**config.mk**
```make
export PLATFORM = sky130hd
export DESIGN_NAME = logic_unit_nbit
export DESIGN_NICKNAME = d
export VERILOG_FILES = /design/src/rtl/logic_unit_pkg.sv /design/src/rtl/logic_unit_core.sv /design/src/rtl/logic_unit_nbit.sv
export SDC_FILE = /design/constraint.sdc
export NUM_CORES = 1
export LEC_CHECK = 0
export CAP_MARGIN = 20
export CORE_UTILIZATION = 48
export DETAILED_ROUTE_END_ITERATION = 8
export GPL_ROUTABILITY_DRIVEN = 0
export HOLD_SLACK_MARGIN = 0.03
export PLACE_DENSITY = 0.87
export SYNTH_ARGS = -nofsm -noshare
export SYNTH_HDL_FRONTEND = slang
export SYNTH_SLANG_ARGS = --single-unit
```
**constraint.sdc**
```tcl
create_clock -name clk -period 3.7 [get_ports clk]
set_input_delay 0.74 -clock clk [delete_from_list [all_inputs] [get_ports clk]]
set_output_delay 0.74 -clock clk [all_outputs]
set_load 0.05 [all_outputs]
```
**src/rtl/logic_unit_pkg.sv**
```systemverilog
// rtl/logic_unit_pkg.sv - op codes and widths shared by the logic unit
package logic_unit_pkg;

   localparam int OP_W = 3;

   localparam logic [OP_W-1:0] OP_AND  = 3'd0;
   localparam logic [OP_W-1:0] OP_NAND = 3'd1;
   localparam logic [OP_W-1:0] OP_OR   = 3'd2;
   localparam logic [OP_W-1:0] OP_NOR  = 3'd3;
   localparam logic [OP_W-1:0] OP_XOR  = 3'd4;
   localparam logic [OP_W-1:0] OP_XNOR = 3'd5;
   localparam logic [OP_W-1:0] OP_NOT  = 3'd6;
   localparam logic [OP_W-1:0] OP_PASS = 3'd7;

endpackage

```
**src/rtl/logic_unit_core.sv**
```systemverilog
// rtl/logic_unit_core.sv - combinational bitwise function with result flags
module logic_unit_core
   import logic_unit_pkg::*;
#(
   parameter int WIDTH = 4
) (
   input  logic [OP_W-1:0]  op,
   input  logic [WIDTH-1:0] a,
   input  logic [WIDTH-1:0] b,
   output logic [WIDTH-1:0] result,
   output logic             zero,
   output logic             ones,
   output logic             parity
);

   always_comb begin
      result = '0;
      case (op)
         OP_AND:  result = a & b;
         OP_NAND: result = ~(a & b);
         OP_OR:   result = a | b;
         OP_NOR:  result = ~(a | b);
         OP_XOR:  result = a ^ b;
         OP_XNOR: result = ~(a ^ b);
         OP_NOT:  result = ~a;
         OP_PASS: result = a;
         default: result = '0;
      endcase
   end

   assign zero   = (result == '0);
   assign ones   = &result;
   assign parity = ^result;

endmodule

```
**src/rtl/logic_unit_nbit.sv**
```systemverilog
// rtl/logic_unit_nbit.sv - registered N-bit logic unit with handshake, chaining and counter
module logic_unit_nbit
   import logic_unit_pkg::*;
#(
   parameter int WIDTH = 4,
   parameter int CNT_W = 8
) (
   input  logic             clk,
   input  logic             rst_n,
   input  logic             in_valid,
   output logic             in_ready,
   input  logic [OP_W-1:0]  op,
   input  logic             use_acc,
   input  logic [WIDTH-1:0] a,
   input  logic [WIDTH-1:0] b,
   output logic             out_valid,
   input  logic             out_ready,
   output logic [WIDTH-1:0] y,
   output logic             zero,
   output logic             ones,
   output logic             parity,
   output logic [CNT_W-1:0] op_count
);

   logic             accept;
   logic [WIDTH-1:0] a_sel;
   logic [WIDTH-1:0] core_result;
   logic             core_zero;
   logic             core_ones;
   logic             core_parity;

   assign in_ready = !out_valid || out_ready;
   assign accept   = in_valid && in_ready;

   // y loads only on accept, exactly like the accumulator, so y doubles as acc.
   assign a_sel = use_acc ? y : a;

   logic_unit_core #(
      .WIDTH (WIDTH)
   ) u_core (
      .op     (op),
      .a      (a_sel),
      .b      (b),
      .result (core_result),
      .zero   (core_zero),
      .ones   (core_ones),
      .parity (core_parity)
   );

   always_ff @(posedge clk) begin
      if (!rst_n) begin
         out_valid <= 1'b0;
         y         <= '0;
         zero      <= 1'b1;
         ones      <= 1'b0;
         parity    <= 1'b0;
         op_count  <= '0;
      end else if (accept) begin
         out_valid <= 1'b1;
         y         <= core_result;
         zero      <= core_zero;
         ones      <= core_ones;
         parity    <= core_parity;
         op_count  <= op_count + CNT_W'(1);
      end else if (out_ready) begin
         out_valid <= 1'b0;
      end
   end

endmodule

```
# Word-level counts from Yosys, hierarchy flattened
# Cells that the tools add are included.
# Widths: inputs -> output; s select.
# totals
regBits	16
inputBits	16
out_inout_bits	17
elab_cells	33
# classes
addsub	1
n_eq_ne	7
n_mux	4
n_bitwise	7
reduce_logical	8
# op_table
operator	count
$pmux 4 s8	1
$not 4->4	4
$eq 3x3->1 const B	4
$add 8x1->8 const B	1
$eq 3x2->1 const B	2
$and 4x4->4	1
$logic_not 4->1	1
$mux 4	1
$or 4x4->4	1
$reduce_and 4->1	1
$reduce_xor 4->1	1
$xor 4x4->4	1
$eq 3x1->1 const B	1
$logic_not 3->1	1
$mux 1	2
$reduce_bool 2->1	1
$logic_and 1x1->1	1
$logic_not 1->1	1
$logic_or 1x1->1	1

# Logic depth before layout (Yosys ltp)
# Gate-level depths: netlist (run 1).
# logic_depth
depth_word	5
mapped_depth	13
depth_no_buf	12

# By module
# A second synthesis (run 1) with hierarchy kept.
# hier_totals
cells_unflattened	131
area_unflattened_um2	1157.4
# by_module_without_submodules
mod	n_inst	cells_each	area_each_um2	seq_area_each_um2
logic_unit_nbit	1	87	762.0	320.3
logic_unit_core	1	44	395.4	0.0

# Worst setup path after synthesis (run 1)
# OpenSTA, ideal clock, no wires.
# synth_timing
path_kind	input port to flip-flop
startpoint	input port use_acc
endpoint	register parity
setup_ns	0.116
t_arrival_ns	2.787
required_time_ns	3.584
setup_slack_ns	0.797
stages	12
n_path_buf	1
cell_sequence	buf_6 mux2i_4 ha_1 and2b_1 a211oi_1 a31o_1 nor3_1 or2_2 ha_1 xnor2_1 nand2_1 o211a_1
# synth_via
elab_chain_len	5
word_cells_on_any_way	10
cone_classes	mux: 2; bitwise: 7; reduce/logical: 1
# synth_rtl
item	line	text
start: declaration	logic_unit_nbit.sv:13	input logic use_acc,
$mux 4 (*)	logic_unit_nbit.sv:36	assign a_sel = use_acc ? y : a;
$xor 4x4->4, or another cell as far along	logic_unit_core.sv:23, logic_unit_core.sv:24	
$not 4->4, on equally long branches	logic_unit_core.sv:24, logic_unit_core.sv:20, logic_unit_core.sv:22	
$pmux 4 s8 (*)	logic_unit_core.sv:18	case (op)
$reduce_xor 4->1 (*)	logic_unit_core.sv:33	assign parity = ^result;
end signal: assignment	logic_unit_nbit.sv:63	parity <= core_parity;
end: declaration	logic_unit_nbit.sv:21	output logic parity,
# Mark *: on every way between the ends. The rest lies on a longest branch, timed or not.
# A chain may end at the register's enable or synchronous reset.

# Worst setup path in the final report (run 1)
# Same ends and word-level chain as after synthesis.

==> metrics.yaml, run 1 <==
status: "completed"
slew_headroom: 0.635
sequentialPowerShare: 0.391
yosysWarnings: 0
io_pins: 33
cts.clk_slew.worst_paths_ns: 0.09
leakage_nw: 0.699
dieArea_sq_um: 2710
min_path_cells: 2
max_freq_mhz: 302
report.final.hold_viol_count: 0
worstPathRequired_ns: 3.89
fin_nets: 199
antenna_found_initial: 0
cts_tree: "done"
ant_nets: 0
period_needed_ns: 3.32
synth_fp_nets: 168
cap_viol_max_count: 0
worstMarginPinSlew_ns: 0.547
crit_family: "buffers and inverters"
cts_resized: 0
ff2ff_path_depth: 11
finalMaxSlewViolations: 0
grt_pass1_wl_mm: 4.12
cts.sinks: 16
power_density_nw_per_um2: 318
port_buffers: 32
clk_path_buf_depth: 2
synthToLayoutAreaGrowth_pct: 28.3
most-common-layout-cells: "clkdlybuf4s50_1, dfxtp_1, nand2_1, inv_1, ha_1"
ys_seq_area_frac: 0.266
slowest_stage: "clkdlybuf4s50_1"
hold_path.startpoint: "zero"
fill_cells: 217
place_ws_ns: 0.0681
route.vias.total: 1038
rsz0062_at_grt: "false"
core_region_area_sq_um: 2280
hold_path_end: "zero"
critPathKind: "input port to flop"
worst_slack_ns: 0.384
multi_input_area_sq_um: 771
wl_per_cell_microns: 12.1
drc: 0
netlist_instances: 139
dpl.hpwl_mm: 1.93
cts_hold_buf: 0
cts_setup_buffers: 0
path_cells: "clkdlybuf4s50_1, mux2i_4, ha_1, and2b_1, a211oi_1, a31o_1, nor3_1, or2_2, ha_1, xnor2_1, nand2_1, o211a_1"
insertion_delay_ns: 0.29
total_power_uw: 491
worstPathArrival_ns: 3.51
critPathCaptureType: "flop"
final.period_utilization: 0.896
ir_drop_mv: 0.230
antenna_cells: 0
hp-class: "flop to flop"
crit-reg2reg-launch: "y[2]"
grt_usage: 0.206
cts_buffers: 3
path_max_fanout: 4
cts-root-buf: "clkbuf_4"
routed_via_density: 5.27
combPwrFrac: 0.376
r2r_end: "parity"
setup_viol: 0
drive_above_1_share: 0.0769
grt_overflow: 0
mostFrequentLayoutCell: "clkdlybuf4s50_1"
grt_pass1_vias: 1006
grt_max_degree: 18
pwr-share-clk: 0.234
syn_area_sq_um: 1200
die_h_microns: 52.1
rows: 17
setup_tns_ns: 0
dr.pass1.iters: 4
worst-path-buf-inv: 1
internal_power_uw: 325
worst-r2r-setup-slack_ns: 1.21
crit_path_max_incr_delay_ns: 0.61
regArea_sq_um: 320
routed_wl_mm: 2.38
crit_top_cell: "ha_1"
ys_ff_latch: 16
final_core_util: 0.678
htreeDepth: 1
start_util: 0.528
skew_ns: 0.00137
p_switching_uw: 166
sw_frac_of_total: 0.338
drtIter0Drc: 8
cp-start-kind: "input port"
ys_types: 39
hold_slack_ns: 0.471
avgSynthCellArea_sq_um: 8.65
fp.dieW_microns: 52.1
-- flip-flops by register name (all words and copies together) (netlist names) --
name       cells
y              4
op_count       8
out_valid      1
zero           1
ones           1
parity         1
-- power groups by stage --
stage / clock network [mW] / logic (mW) / registers, mW
2_1_floorplan: 0 / 0.0957 / 0.231
3_3_place_gp: 0 / 0.178 / 0.196
3_5_place_dp: 0 / 0.185 / 0.196
4_1_cts: 0.117 / 0.186 / 0.192
5_1_grt: 0.126 / 0.202 / 0.194
6_report: 0.115 / 0.184 / 0.192
-- kinds of logic after synthesis --
logic type	synth area share
DFF	0.266
and+or+nand+nor	0.241
buffers and inverters	0.0926
muxes	0.0812
adders and majority gates	0.135
AOI/OAI and AO/OA	0.118
xor gates and xnor gates	0.0656
-- per-stage QoR --
step | instance area (sq um) | cells
6_report | 1540 | 197
5_1_grt | 1540 | 197
4_1_cts | 1540 | 197
3_5_place_dp | 1510 | 193
3_3_place_gp | 1510 | 193
2_1_floorplan | 1200 | 139
-- worst max-delay path by stage --
stage | to | cells after the start | start | slack (ns)
finish | parity | 12 | use_acc | 0.38
global route | parity | 10 | use_acc | 0.19
CTS | parity | 12 | use_acc | 0.37
detailed placement | parity | 12 | use_acc | 0.07
global placement | parity | 10 | use_acc | 0.17
floorplan | parity | 12 | use_acc | 0.80
-- synthesized netlist by cell type (all sizes together) --
library cell	n	share of area
a211o	1	0.0073
a211oi	1	0.0062
a21boi	4	0.025
a21o	1	0.0062
a21oi	4	0.017
a31o	2	0.015
and2	8	0.042
and2b	1	0.0062
and3	3	0.016
and4	1	0.0073
buf	3	0.025
clkbuf	4	0.024
dfxtp	16	0.27
ha	13	0.14
inv	14	0.044
mux2i	4	0.044
mux4	2	0.037
nand2	15	0.047
nand2b	4	0.023
nand3	7	0.029
nand4	2	0.010
nor2	3	0.0094
nor2b	1	0.0052
nor3	2	0.0083
nor3b	1	0.0062
o211a	3	0.025
o21ai	4	0.017
or2	3	0.016
or3	2	0.010
or4	1	0.0062
xnor2	8	0.058
xor2	1	0.0073
-- metal layers --
layer  global-route usage  part of all wire
met1                0.215              0.44
met2                0.385              0.50
met3               0.0380             0.040
met4                0.104             0.021
met5                    0                 0
-- worst min-delay path, stage by stage, from the launching register on --
cell	delay, ns
dfxtp_1	0.32
nand2_1	0.05
nand3_1	0.06
-- layout make-up --
| cell class | instances | share of cell area |
|---|---|---|
| multi-input cells | 102 | 0.500 |
| repair buffers | 33 | 0.212 |
| flip-flops and latches | 16 | 0.208 |
| inverters | 14 | 0.0341 |
| clock buffers | 4 | 0.0235 |
| well taps | 28 | 0.0227 |
No activity file was read; power rests on OpenSTA's default activity.
==> run 2: changes to the inputs <==
--- a/config.mk
+++ b/config.mk
@@ -5,6 +5,7 @@
 export SDC_FILE = /design/constraint.sdc
 export NUM_CORES = 1
 export LEC_CHECK = 0
+export ABC_CLOCK_PERIOD_IN_PS = 3700
 export CAP_MARGIN = 20
 export CORE_UTILIZATION = 48
 export DETAILED_ROUTE_END_ITERATION = 8
==> results of run 2 <==
Final layout, timing and power as in run 1 (identical DEF).
